===== src/rtl/sync_fifo_pkg.sv =====
`default_nettype none
// ============================================================================
// Module      : sync_fifo_pkg
// Description : Default constants and clog2 helper for the parametrised FIFO.
// Revision    : 1.0 - initial release
// ============================================================================
package sync_fifo_pkg;

    localparam int DEF_DATA_W    = 8;
    localparam int DEF_DEPTH     = 8;
    localparam int DEF_AF_THRESH = 6;
    localparam int DEF_AE_THRESH = 2;

    function automatic int clog2(input int value);
        int r;
        r = 0;
        for (int i = 0; i < 31; i++) begin
            if ((1 << i) < value) r = i + 1;
        end
        return r;
    endfunction

endpackage
`default_nettype wire


===== src/rtl/sync_fifo_param_if.sv =====
`default_nettype none
// ============================================================================
// Module      : sync_fifo_param_if
// Description : Producer/consumer bundle of the FIFO; master drives requests.
// Revision    : 1.0 - initial release
// ============================================================================
interface sync_fifo_param_if
    import sync_fifo_pkg::*;
#(
    parameter int DATA_W = DEF_DATA_W,
    parameter int DEPTH  = DEF_DEPTH
) ();
    localparam int ADDR_W = clog2(DEPTH);

    logic              wr_en;
    logic [DATA_W-1:0] data_in;
    logic              rd_en;
    logic [DATA_W-1:0] data_out;
    logic              rd_valid;
    logic              full;
    logic              empty;
    logic              almost_full;
    logic              almost_empty;
    logic [ADDR_W:0]   count;
    logic              overflow;
    logic              underflow;

    modport master (
        output wr_en, data_in, rd_en,
        input  data_out, rd_valid, full, empty, almost_full, almost_empty,
               count, overflow, underflow
    );

    modport slave (
        input  wr_en, data_in, rd_en,
        output data_out, rd_valid, full, empty, almost_full, almost_empty,
               count, overflow, underflow
    );
endinterface
`default_nettype wire


===== src/rtl/sync_fifo_mem.sv =====
`default_nettype none
// ============================================================================
// Module      : sync_fifo_mem
// Description : DEPTH x DATA_W dual-port array, synchronous write, async read.
// Revision    : 1.0 - initial release
// ============================================================================
module sync_fifo_mem #(
    parameter int DATA_W = 8,
    parameter int DEPTH  = 8,
    parameter int ADDR_W = 3
) (
    input  wire logic              clk,
    input  wire logic              i_wr_en,
    input  wire logic [ADDR_W-1:0] i_wr_addr,
    input  wire logic [DATA_W-1:0] i_wr_data,
    input  wire logic [ADDR_W-1:0] i_rd_addr,
    output logic      [DATA_W-1:0] o_rd_data
);
    logic [DATA_W-1:0] r_mem [DEPTH];

    always_ff @(posedge clk) begin
        if (i_wr_en) r_mem[i_wr_addr] <= i_wr_data;
    end

    assign o_rd_data = r_mem[i_rd_addr];
endmodule
`default_nettype wire


===== src/rtl/sync_fifo_param.sv =====
`default_nettype none
// ============================================================================
// Module      : sync_fifo_param
// Description : Parametrised single-clock FIFO with watermarks and error
//               pulses. Define SYNC_FIFO_FWFT_EN for first-word-fall-through.
// Revision    : 1.0 - initial release
// ============================================================================
module sync_fifo_param
    import sync_fifo_pkg::*;
#(
    parameter int DATA_W    = DEF_DATA_W,
    parameter int DEPTH     = DEF_DEPTH,
    parameter int AF_THRESH = DEF_AF_THRESH,
    parameter int AE_THRESH = DEF_AE_THRESH
) (
    input wire logic         clk,
    input wire logic         rst,
    sync_fifo_param_if.slave bus
);
    localparam int ADDR_W = clog2(DEPTH);
    localparam logic [ADDR_W:0] c_AF_LVL = (ADDR_W+1)'(AF_THRESH);
    localparam logic [ADDR_W:0] c_AE_LVL = (ADDR_W+1)'(AE_THRESH);
    localparam logic [ADDR_W:0] c_ONE    = {{ADDR_W{1'b0}}, 1'b1};

    logic [ADDR_W:0]   r_wr_ptr;
    logic [ADDR_W:0]   r_rd_ptr;
    logic [ADDR_W:0]   r_count;
    logic              r_overflow;
    logic              r_underflow;
    logic              w_empty;
    logic              w_full;
    logic              w_rd_ok;
    logic              w_wr_ok;
    logic [DATA_W-1:0] w_rd_data;

    assign w_empty = (r_wr_ptr == r_rd_ptr);
    assign w_full  = (r_wr_ptr[ADDR_W] != r_rd_ptr[ADDR_W]) &&
                     (r_wr_ptr[ADDR_W-1:0] == r_rd_ptr[ADDR_W-1:0]);
    assign w_rd_ok = bus.rd_en && !w_empty;
    // A full FIFO can still accept a write when a read frees a slot this edge.
    assign w_wr_ok = bus.wr_en && (!w_full || w_rd_ok);

    sync_fifo_mem #(
        .DATA_W (DATA_W),
        .DEPTH  (DEPTH),
        .ADDR_W (ADDR_W)
    ) u_mem (
        .clk       (clk),
        .i_wr_en   (w_wr_ok),
        .i_wr_addr (r_wr_ptr[ADDR_W-1:0]),
        .i_wr_data (bus.data_in),
        .i_rd_addr (r_rd_ptr[ADDR_W-1:0]),
        .o_rd_data (w_rd_data)
    );

    always_ff @(posedge clk or posedge rst) begin
        if (rst) begin
            r_wr_ptr    <= '0;
            r_rd_ptr    <= '0;
            r_count     <= '0;
            r_overflow  <= 1'b0;
            r_underflow <= 1'b0;
        end else begin
            if (w_wr_ok) r_wr_ptr <= r_wr_ptr + c_ONE;
            if (w_rd_ok) r_rd_ptr <= r_rd_ptr + c_ONE;
            case ({w_wr_ok, w_rd_ok})
                2'b10:   r_count <= r_count + c_ONE;
                2'b01:   r_count <= r_count - c_ONE;
                default: r_count <= r_count;
            endcase
            r_overflow  <= bus.wr_en && !w_wr_ok;
            r_underflow <= bus.rd_en && w_empty;
        end
    end

`ifdef SYNC_FIFO_FWFT_EN
    assign bus.data_out = w_rd_data;
    assign bus.rd_valid = !w_empty;
`else
    logic [DATA_W-1:0] r_data_out;
    logic              r_rd_valid;

    always_ff @(posedge clk or posedge rst) begin
        if (rst) begin
            r_data_out <= '0;
            r_rd_valid <= 1'b0;
        end else begin
            r_rd_valid <= w_rd_ok;
            if (w_rd_ok) r_data_out <= w_rd_data;
        end
    end

    assign bus.data_out = r_data_out;
    assign bus.rd_valid = r_rd_valid;
`endif

    assign bus.full         = w_full;
    assign bus.empty        = w_empty;
    assign bus.count        = r_count;
    assign bus.almost_full  = (r_count >= c_AF_LVL);
    assign bus.almost_empty = (r_count <= c_AE_LVL);
    assign bus.overflow     = r_overflow;
    assign bus.underflow    = r_underflow;
endmodule
`default_nettype wire


===== src/flat_wrapper.sv =====
// flat-port wrapper written by rule: the top's interface ports become plain ports
module sync_fifo_param_flat import sync_fifo_pkg::*;
#(
    parameter int DATA_W    = DEF_DATA_W,
    parameter int DEPTH     = DEF_DEPTH,
    parameter int AF_THRESH = DEF_AF_THRESH,
    parameter int AE_THRESH = DEF_AE_THRESH
)
  (clk, rst, bus_wr_en, bus_data_in, bus_rd_en, bus_data_out, bus_rd_valid, bus_full, bus_empty, bus_almost_full, bus_almost_empty, bus_count, bus_overflow, bus_underflow);
  sync_fifo_param_if #(.DATA_W(DATA_W), .DEPTH(DEPTH)) bus_i ();
  input wire logic clk;
  input wire logic rst;
  input wire logic [$bits(bus_i.wr_en)-1:0] bus_wr_en;
  input wire logic [$bits(bus_i.data_in)-1:0] bus_data_in;
  input wire logic [$bits(bus_i.rd_en)-1:0] bus_rd_en;
  output wire logic [$bits(bus_i.data_out)-1:0] bus_data_out;
  output wire logic [$bits(bus_i.rd_valid)-1:0] bus_rd_valid;
  output wire logic [$bits(bus_i.full)-1:0] bus_full;
  output wire logic [$bits(bus_i.empty)-1:0] bus_empty;
  output wire logic [$bits(bus_i.almost_full)-1:0] bus_almost_full;
  output wire logic [$bits(bus_i.almost_empty)-1:0] bus_almost_empty;
  output wire logic [$bits(bus_i.count)-1:0] bus_count;
  output wire logic [$bits(bus_i.overflow)-1:0] bus_overflow;
  output wire logic [$bits(bus_i.underflow)-1:0] bus_underflow;
  assign bus_i.wr_en = bus_wr_en;
  assign bus_i.data_in = bus_data_in;
  assign bus_i.rd_en = bus_rd_en;
  assign bus_data_out = bus_i.data_out;
  assign bus_rd_valid = bus_i.rd_valid;
  assign bus_full = bus_i.full;
  assign bus_empty = bus_i.empty;
  assign bus_almost_full = bus_i.almost_full;
  assign bus_almost_empty = bus_i.almost_empty;
  assign bus_count = bus_i.count;
  assign bus_overflow = bus_i.overflow;
  assign bus_underflow = bus_i.underflow;
  sync_fifo_param #(.DATA_W(DATA_W), .DEPTH(DEPTH), .AF_THRESH(AF_THRESH), .AE_THRESH(AE_THRESH)) u_core (.clk(clk), .rst(rst), .bus(bus_i));
endmodule

===== config.mk =====
export PLATFORM = sky130hd
export DESIGN_NAME = sync_fifo_param_flat
export DESIGN_NICKNAME = d
export VERILOG_FILES = /design/src/rtl/sync_fifo_pkg.sv /design/src/rtl/sync_fifo_param_if.sv /design/src/rtl/sync_fifo_mem.sv /design/src/rtl/sync_fifo_param.sv /design/src/flat_wrapper.sv
export SDC_FILE = /design/constraint.sdc
export NUM_CORES = 1
export LEC_CHECK = 0
export BUFFER_PORTS_ARGS = -buffer_cell sky130_fd_sc_hd__buf_4
export CAP_MARGIN = 20
export CORE_MARGIN = 2
export CORE_UTILIZATION = 45
export DETAILED_ROUTE_END_ITERATION = 7
export GPL_TIMING_DRIVEN = 0
export HOLD_SLACK_MARGIN = 0.15
export PLACE_DENSITY_LB_ADDON = 0.2
export RECOVER_POWER = 50
export SLEW_MARGIN = 20
export SYNTH_ARGS = -nofsm -noshare
export SYNTH_HDL_FRONTEND = slang
export SYNTH_SLANG_ARGS = --single-unit

===== constraint.sdc =====
create_clock -name clk -period 8.8 [get_ports clk]
set_clock_uncertainty 0.2 [all_clocks]
set_input_delay 2.64 -clock clk [delete_from_list [all_inputs] [get_ports clk]]
set_output_delay 2.64 -clock clk [all_outputs]
set_load 0.02 [all_outputs]

## Yosys cells after proc, flatten, opt, wreduce, memory -nomap -nowiden

Memories as Yosys holds them, arrays and structs flattened. A register that Yosys moved wholly into a read port is not among the register bits.
Index checks and enable logic that the tools add are counted.

| word-level totals | value |
|---|---|
| bits in registers | 15 |
| RAM bits | 64 |
| bits of input ports | 12 |
| output and inout bits | 19 |
| logic and storage cells | 31 |
| memories | 1 |

Memories:

| name | words | bits a word | read ports | clocked after Yosys merged registers in | write ports | line | source |
|---|---|---|---|---|---|---|---|
| u_core.u_mem.r_mem | 8 | 8 | 1 | 1 | 1 | sync_fifo_mem.sv:19 | `logic [DATA_W-1:0] r_mem [DEPTH];` |

| cells by class | value |
|---|---|
| $add $sub $neg | 4 |
| $lt $le $gt $ge | 2 |
| eq/ne operators | 5 |
| mux-type cells | 3 |
| reduce and logical (&&, ||, !) cells | 10 |

Operators by type and width:

| kind | number |
|---|---|
| $add 4x1->4 const B | 3 |
| $pmux 4 s2 | 1 |
| $logic_and 1x1->1 | 5 |
| $eq 4x4->1 | 1 |
| $ge 4x3->1 const B | 1 |
| $le 4x2->1 const B | 1 |
| $sub 4x1->4 const B | 1 |
| $eq 3x3->1 | 1 |
| $logic_not 1->1 | 3 |
| $eq 2x1->1 const B | 1 |
| $eq 2x2->1 const B | 1 |
| $mux 1 | 2 |
| $reduce_bool 2->1 | 1 |
| $logic_or 1x1->1 | 1 |
| $ne 1x1->1 | 1 |

## Longest topological paths before layout

Gate-level depths: netlist of run 1.

| depth | value |
|---|---|
| depth after elaboration | 7 |
| mapped depth | 11 |

## Hierarchy

A second synthesis of run 1 with hierarchy kept.

| unflattened totals | value |
|---|---|
| cells, all modules | 228 |
| area, all modules | 3881.2 µm² |

By module, submodules not included:

| module | instances | cells each | area each (µm²) | sequential area each (µm²) |
|---|---|---|---|---|
| sync_fifo_mem | 1 | 106 | 2531.2 | 1921.8 |
| sync_fifo_param | 1 | 122 | 1350.0 | 575.6 |

## Least setup slack after synthesis of run 1

Ideal clock, no wire load.

| path | value |
|---|---|
| kind | input -> register |
| start | input bus_rd_en |
| end | register u_core.r_count[3] (netlist: u_core.bus.count[3]) |
| setup time | 0.126 ns |
| data arrival time | 4.300 ns |
| required time | 8.474 ns |
| path slack | 4.174 ns |
| stages | 10 |
| cells stage by stage | inv_1 -> a41o_1 -> buf_2 -> inv_1 -> ha_1 -> ha_1 -> a21o_1 -> a2111oi_0 -> nand4b_1 -> nand3_1 |

| on the way | value |
|---|---|
| word-level cells in the longest chain between the ends | 5 |
| elaborated cells between the ends (all ways) | 7 |

RTL lines:

| item | line | source |
|---|---|---|
| from (decl) | flat_wrapper.sv:15 | `input wire logic [$bits(bus_i.rd_en)-1:0] bus_rd_en;` |
| $logic_and 1x1->1 (*) | sync_fifo_param.sv:39 | `assign w_rd_ok = bus.rd_en && !w_empty;` |
| named net u_core.w_rd_ok | sync_fifo_param.sv:32 | `logic w_rd_ok;` |
| $logic_or 1x1->1 | sync_fifo_param.sv:41 | `assign w_wr_ok = bus.wr_en && (!w_full \|\| w_rd_ok);` |
| $logic_and 1x1->1 | sync_fifo_param.sv:41 |  |
| $eq 2x1->1 / $eq 2x2->1 (equally long branches) | sync_fifo_param.sv:66 | `case ({w_wr_ok, w_rd_ok})` |
| $pmux 4 s2 / $reduce_bool 2->1 (equally long branches) | n/a |  |
| to (signal assigned) | sync_fifo_param.sv:67 | `2'b10: r_count <= r_count + c_ONE;` |
| to (signal assigned) | sync_fifo_param.sv:68 | `2'b01: r_count <= r_count - c_ONE;` |
| to (signal assigned) | sync_fifo_param.sv:69 | `default: r_count <= r_count;` |
| to (decl) | sync_fifo_param.sv:27 | `logic [ADDR_W:0] r_count;` |

Mark *: on every way through the listed nets, which the timed path passes. The rest lies on a longest branch.
A chain may end at the register's enable or synchronous reset.

## Final worst setup path of run 1

| path | value |
|---|---|
| start | input bus_rd_en |
| end | register u_core.r_count[3] (netlist: u_core.bus.count[3]) |

| on the way | value |
|---|---|
| word-level cells in the longest chain between the ends | 5 |
| elaborated cells between the ends (all ways) | 7 |

RTL lines:

| item | line |
|---|---|
| $logic_and 1x1->1 (*) | sync_fifo_param.sv:39 |
| $logic_or 1x1->1 | sync_fifo_param.sv:41 |
| $logic_and 1x1->1 | sync_fifo_param.sv:41 |
| $eq 2x1->1 / $eq 2x2->1 (equally long branches) | sync_fifo_param.sv:66 |
| $pmux 4 s2 / $reduce_bool 2->1 (equally long branches) | n/a |

Mark *: on every way between the ends. The rest lies on a longest branch, timed or not.

==> results of run 1 <==
## routing by layer
| metal | wire (um) | part of all wire [%] | vias up |
|---|---|---|---|
| met1 | 3200 | 48 | 977 |
| met2 | 3160 | 47 | 40 |
| met3 | 263 | 3.9 | 9 |
| met4 | 93 | 1.4 | 0 |
| met5 | 0 | 0 | - |
| li1 | - | - | 880 |
## cell type report
cell class | instances | share of cell area [%]
Clock inverter | 6 | 2.03
Inverter | 9 | 0.805
Multi-Input combinational cell | 101 | 24.3
Buffer | 11 | 1.85
Tap cell | 102 | 3.04
Sequential cell | 87 | 59.5
Clock buffer | 10 | 3.04
Timing Repair Buffer | 35 | 5.40
## per-stage QoR
step           hold slack (ns)  total power [uW]
2_1_floorplan            0.298              1010
3_3_place_gp             0.266              1180
3_5_place_dp             0.274              1210
4_1_cts                  0.292              1500
5_1_grt                  0.317              1570
6_report                 0.282              1480
## tightest hold or removal path: cells and delay by family (launching register included)
kind            cells  cell delay [ns]
compound gates      1             0.06
simple gates        1             0.05
flops               1             0.35
## kinds of logic after synthesis
logic type      Yosys count
flops                    87
simple gates             36
mux                      27
buf+inv                  20
compound gates           19
xor+xnor                 13
fa+ha+maj                 6
## sequential cells by signal (all words and copies together), names as in the netlist
register / cells
u_core.bus.overflow: 1
u_core.bus.underflow: 1
u_core.r_rd_ptr: 4
u_core.bus.rd_valid: 1
u_core.bus.data_out: 8
u_core.u_mem.r_mem: 64
u_core.bus.count: 4
u_core.r_wr_ptr: 4
## cell usage after synthesis, drive strengths merged (3+ instances only)
library cell	n
o21ai	10
edfxtp	64
dfrtp	23
nor2	5
nand3	3
ha	5
xor2	4
nand2	13
xnor2	9
buf	10
inv	9
o211ai	3
nor3	5
mux4	16
mux2i	9
## cells in the final DEF, fill, tap and decap left out, drive strengths merged, types with 2 or more instances in the layout
| cell | instances |
|---|---|
| edfxtp | 64 |
| buf | 33 |
| dfrtp | 23 |
| clkbuf | 23 |
| mux4 | 16 |
| nand2 | 13 |
| o21ai | 10 |
| inv | 10 |
| mux2i | 9 |
| xnor2 | 9 |
| ha | 5 |
| nor2 | 5 |
| nor3 | 5 |
| xor2 | 4 |
| o211ai | 3 |
| nand3 | 3 |
| and3 | 2 |
| nand2b | 2 |
| a21o | 2 |
| bufinv | 2 |
| mux2 | 2 |
| clkinv | 2 |
## power by group
part | total [uW] | switching (uW) | internal [uW]
sequential | 588 | 48.6 | 540
combinational | 590 | 317 | 272
clock | 298 | 139 | 160
total | 1480 | 505 | 972
## final timing paths
check                                                     endpoint  slack, ns                          startpoint  cells past startpoint
worst min-delay path            u_core.bus.data_out[4]$_DFFE_PP0P_       0.28  u_core.bus.data_out[4]$_DFFE_PP0P_                      2
worst max register to register     u_core.bus.count[3]$_DFFE_PP0P_       5.02      u_core.r_rd_ptr[0]$_DFFE_PP0P_                     10
max in group asynchronous       u_core.bus.data_out[2]$_DFFE_PP0P_       5.51                                 rst                      2
worst min register to register  u_core.bus.data_out[4]$_DFFE_PP0P_       0.28  u_core.bus.data_out[4]$_DFFE_PP0P_                      2
min in group asynchronous       u_core.bus.data_out[6]$_DFFE_PP0P_       2.31                                 rst                      2
worst max-delay path               u_core.bus.count[3]$_DFFE_PP0P_       3.58                           bus_rd_en                      8
==> summary.txt, run 1 <==
Run status
  – Status: completed

Layout
  – Non-Filler Instances: 361
  – Final core utilization: 54.0%
  – # diodes: 0
  – FF/Latch Area: 0.00250 mm^2
  – FILL cells: 641
  – Share of cells above drive strength 1: 28.6%
  – Area delta synth->final: 15.7%
  – Fin area: 0.00420 mm^2
  – Nets: 272
  – Multi-input logic area: 0.00102 mm^2

STA
  – Final Slew Violations: 0
  – FMAX: 0.192 GHz
  – Max transition margin: 21.7%
  – Worst-margin pin slew: 1.16 ns
  – Setup-failing EPs final: 0
  – Post-layout min period: 5.22 ns
  – Post-route setup TNS: 0 ns
  – RSZ-0062 raised after global routing: false
  – Hold Vio Cnt, Final: 0
  – PnR worst setup slack: 3.58 ns
  – Final period util: 59.3%

Global route
  – Met3 usage: 4.90%
  – Gr busiest metal: met2
  – M2 GR Usage: 25.7%
  – All-layer global routing usage: 17.3%
  – Initial antenna violation count: 0
  – Overflow after GRT: 0
  – First-pass GRT wire length: 10.7 mm
  – Met1 Use GR: 24.9%
  – Vias in the first global route: 1910
  – Largest net degree at the start of global routing: 24

Yosys
  – Synth Warn #: 0
  – Largest family of logic cells by synthesized area: multiplexers
  – Syn Nets: 226
  – Area share of fa/ha/maj cells after synthesis: 2.28%
  – Synth Instances: 208
  – Post-synthesis simple-gate area fraction: 5.07%
  – Fraction of registers with async set/reset: 26.4%
  – Post-Synth XOR/XNOR Area: 3.76%
  – Netlist cell types: 38
  – Top cell type's share of synthesized area: 53.0%
  – Synth Area in Compound Gates: 3.59%
  – FF+latch count, synth: 87
  – Synth area leaders: edfxtp_1, dfrtp_1, mux4_2
  – Mean Syn Cell Area: 17.4 um^2
  – Mux share of post-synthesis cell area: 13.1%
  – Main synth FF type: edfxtp_1
  – Post-synth EDFFs: 64
  – Cell taking the most area after synthesis: edfxtp_1
  – Sequential area share after synthesis: 68.9%
  – Post-Syn Area: 0.00363 mm^2

Worst setup path
  – Critical path class: in2reg
  – CP cell instances: clkbuf_1 > o21ai_0 > ha_1 > ha_1 > a21o_1 > a2111oi_0 > nand4b_1 > nand3_1
  – CP bufs+invs: 1
  – CP max-delay cell: o21ai_0
  – Worst-path maximum fanout: 7
  – Delay-heaviest family, CP: compound AO/OA/AOI/OAI gates
  – Biggest cell delay along the critical path: 0.94 ns
  – CP endpoint kind: flip-flop
  – WP data arrival: 5.25 ns
  – Worst EP required: 8.84 ns
  – CP startpoint kind: input port
  – Crit path top cell by count: ha_1

Placed design
  – Detail Placement HPWL: 4.40 mm
  – Post-place setup slack: 3.70 ns
  – Final GP Congestion: 0.795
  – Buffers on Ports: 30
  – Placed insts: 345
  – Placed cell areas: 0.00404 mm^2

Clock tree
  – CTS resizes: 0
  – Htree depth: 3
  – Max Root-Sink Buffers: 2
  – Post-CTS Hold Buffers: 0
  – Worst-Skew Late Latency: 0.36 ns
  – CTS tree: built
  – Clk slew on worst S/H paths: 0.08 ns
  – Root Driver: clkbuf_8
  – Clock Sinks: 87
  – Setup Buffers After CTS: 0
  – CTS buffer count: 9

Job
  – Max-Cap Viols: 0

Floorplanning
  – Chip Width: 93.8 um
  – Die Span Y: 93.8 um
  – IO Pins: 31
  – Initial core utilization: 46.7%
  – Core Area: 0.00777 mm^2
  – Rows: 32
  – Die Area: 0.00879 mm^2

Power and ir drop
  – Static leakage: 0.00158 uW
  – Pwr Density: 352 mW/mm^2
  – VDD IR-drop max: 0.000154 V

Route
  – Drt total wl: 6.72 mm
  – Initial detailed-routing violation count: 144
  – Wire per inst: 18.6 um
  – Final antenna-violating net count: 0
  – Residual DRC count: 0
  – Vias per inst: 5.28
  – Via Count: 1906
  – Pre-antenna DRT Iters: 4

Hold path
  – Min-Delay Path Class: reg2reg
Note: power is estimated with default switching activity, not from simulation.
==> run 2: changes to the inputs <==
--- a/config.mk
+++ b/config.mk
@@ -5,6 +5,7 @@
 export SDC_FILE = /design/constraint.sdc
 export NUM_CORES = 1
 export LEC_CHECK = 0
+export ABC_AREA = 1
 export BUFFER_PORTS_ARGS = -buffer_cell sky130_fd_sc_hd__buf_4
 export CAP_MARGIN = 20
 export CORE_MARGIN = 2
==> constraint.sdc (replaced) <==
create_clock -name clk -period 5.2 [get_ports clk]
set_clock_uncertainty 0.2 [all_clocks]
set_input_delay 1.56 -clock clk [delete_from_list [all_inputs] [get_ports clk]]
set_output_delay 1.56 -clock clk [all_outputs]
set_load 0.02 [all_outputs]
==> summary.txt, run 2 <==
Hold path
  – Hold Startpoint: u_core.bus.data_out[1]$_DFFE_PP0P_
  – End of the worst hold path: u_core.bus.data_out[1]$_DFFE_PP0P_
  – Hold depth: 2
  – Min-Delay Path Class: reg2reg

Yosys
  – Synth Warn #: 0
  – Post-synthesis simple-gate area fraction: 20.1%
  – FF+latch count, synth: 87
  – Top cell type's share of synthesized area: 50.6%
  – Sequential area share after synthesis: 65.7%
  – Most numerous cell in the Yosys netlist: nand2_1
  – Post-synth EDFFs: 64
  – Area share of fa/ha/maj cells after synthesis: 2.17%
  – Synth area leaders: edfxtp_1, dfrtp_1, nand2_1
  – Post-Syn Area: 0.00380 mm^2
  – Synth Area in Compound Gates: 5.20%
  – Main synth FF type: edfxtp_1
  – Netlist cell types: 24
  – Commonest cells in the netlist: nand2_1, nor2_1, edfxtp_1
  – Largest family of logic cells by synthesized area: simple AND/OR/NAND/NOR gates
  – Syn Nets: 384
  – Mean Syn Cell Area: 10.4 um^2
  – Mux share of post-synthesis cell area: 0%
  – Fraction of registers with async set/reset: 26.4%
  – Post-Synth XOR/XNOR Area: 2.73%
  – Synth Instances: 366
  – Cell taking the most area after synthesis: edfxtp_1

Global route
  – Vias in the first global route: 2410
  – Initial antenna violation count: 0
  – All-layer global routing usage: 17.9%
  – First-pass GRT wire length: 12.1 mm
  – Largest net degree at the start of global routing: 24
  – Overflow after GRT: 0

Worst setup path
  – Worst EP required: 3.44 ns
  – Biggest cell delay along the critical path: 0.37 ns
  – CP cell instances: buf_4 > inv_1 > nand2_1 > nand2_2 > nor2_4 > inv_1 > nor2_1 > buf_4
  – Delay-heaviest family, CP: buffers and inverters
  – CP startpoint kind: flip-flop
  – CP endpoint kind: output pin
  – WP data arrival: 1.61 ns
  – CP bufs+invs: 4
  – Crit path launch: u_core.r_rd_ptr[0]$_DFFE_PP0P_
  – FF-to-FF path depth: 14
  – Critical path class: reg2out
  – Worst-path maximum fanout: 9
  – CP max-delay cell: dfrtp_1
  – Worst r2r src: u_core.r_rd_ptr[0]$_DFFE_PP0P_
  – Worst reg-to-reg setup slack: 2.24 ns
  – Worst r2r dst: u_core.bus.count[3]$_DFFE_PP0P_

Layout
  – Area delta synth->final: 13.1%
  – Share of cells above drive strength 1: 12.4%
  – Most frequent cells in the layout: nand2_1, nor2_1, edfxtp_1
  – Most common cell after layout, fill and taps aside: nand2_1
  – FILL cells: 732
  – Number of flip-flops in the largest register: 64
  – FF/Latch Area: 0.00250 mm^2
  – Biggest register: u_core.u_mem.r_mem
  – Final core utilization: 52.3%
  – Nets: 425
  – Multi-input logic area: 0.00113 mm^2
  – # diodes: 0

Clock tree
  – Root Driver: clkbuf_8
  – Setup Buffers After CTS: 0
  – CTS resizes: 0
  – Clock Sinks: 87
  – CTS tree: built
  – Max Root-Sink Buffers: 2
  – Worst-Skew Late Latency: 0.35 ns
  – CTS buffer count: 9
  – Htree depth: 3
  – Post-CTS Hold Buffers: 0
  – Clk slew on worst S/H paths: 0.09 ns

Power and ir drop
  – Sequential share of power: 38.2%
  – Internal: 1520 uW
  – VDD IR-drop max: 0.000179 V
  – Logic gate share of total power: 42.8%
  – Static leakage: 0.00180 uW
  – Switching power total: 1040 uW
  – Pwr Density: 598 mW/mm^2
  – Clock Power Share: 18.9%
  – Sw frac: 40.6%

Route
  – Drt total wl: 7.49 mm
  – Initial detailed-routing violation count: 141
  – Final antenna-violating net count: 0
  – Via Count: 2519
  – Residual DRC count: 0
  – Vias per inst: 4.87
  – Pre-antenna DRT Iters: 4
  – Wire per inst: 14.5 um

STA
  – RSZ-0062 raised after global routing: false
  – Final Slew Violations: 0
  – Post-layout min period: 3.37 ns
  – Worst-margin pin slew: 0.883 ns
  – FMAX: 0.297 GHz
  – Hold Vio Cnt, Final: 0
  – Setup-failing EPs final: 0
  – Final period util: 64.9%
  – Max transition margin: 41.1%
  – Post-route setup TNS: 0 ns

Floorplanning
  – Rows: 33
  – Core Area: 0.00822 mm^2
  – Die Area: 0.00919 mm^2
  – Initial core utilization: 46.2%
  – Chip Width: 95.9 um
  – IO Pins: 31
  – Die Span Y: 95.9 um

Placed design
  – Buffers on Ports: 30
  – Final GP Congestion: 0.796
  – Detail Placement HPWL: 5.22 mm

Job
  – Max-Cap Viols: 0

Run status
  – Status: completed
run 2: final cells by class:
cell class / count / share of cell area (%)
Timing Repair Buffer: 30 / 4.46
Clock buffer: 9 / 2.88
Tap cell: 105 / 3.06
Buffer: 15 / 1.83
Multi-Input combinational cell: 246 / 26.2
Inverter: 18 / 1.57
Clock inverter: 7 / 1.83
Sequential cell: 87 / 58.1
run 2: logic make-up (layout without fill, tap and decap cells):
group,Yosys count,after routing
simple gates,190,190
flops,87,87
compound gates,39,39
buf+inv,33,79
xor+xnor,11,11
fa+ha+maj,6,6
run 2: stage by stage:
step	cell area [um^2]	setup WS (ns)	hold WS [ns]	total power [uW]	cells
CTS	4360	1.79	0.291	2610	517
global placement	4160	1.71	0.264	2100	501
floorplan	3800	2.01	0.336	1780	366
global route	4300	1.66	0.317	2780	517
finish	4300	1.83	0.286	2570	517
detailed placement	4160	1.65	0.267	2130	501
run 2: metal layers:
metal  vias up  share of wire, %  track usage, %
li1       1279                 -               -
met1      1189                49            24.8
met2        45                47            28.3
met3         6               3.2            4.15
met4         0               1.1            5.48
met5         -                 0               0
run 2: worst max path at each step:
stage	end	slack [ns]	cells past startpoint
5_1_grt	u_core.bus.count[3]$_DFFE_PP0P_	1.66	11
6_report	bus_empty	1.83	8
3_5_place_dp	u_core.bus.count[3]$_DFFE_PP0P_	1.65	11
2_1_floorplan	u_core.bus.count[3]$_DFFE_PP0P_	2.01	10
4_1_cts	bus_empty	1.79	7
3_3_place_gp	u_core.bus.count[3]$_DFFE_PP0P_	1.71	11
run 2: power by group through the flow:
stage               registers (uW)  clock network [uW]  logic, uW
global placement               993                   0       1100
CTS                            984                 496       1130
global route                   999                 529       1260
detailed placement             998                   0       1130
floorplan                     1050                   0        735
finish                         982                 486       1100
run 2: worst min-delay path: cells and delay by family (launching register included):
kind	cells	cell delay, ns
simple gates	2	0.10
flops	1	0.35
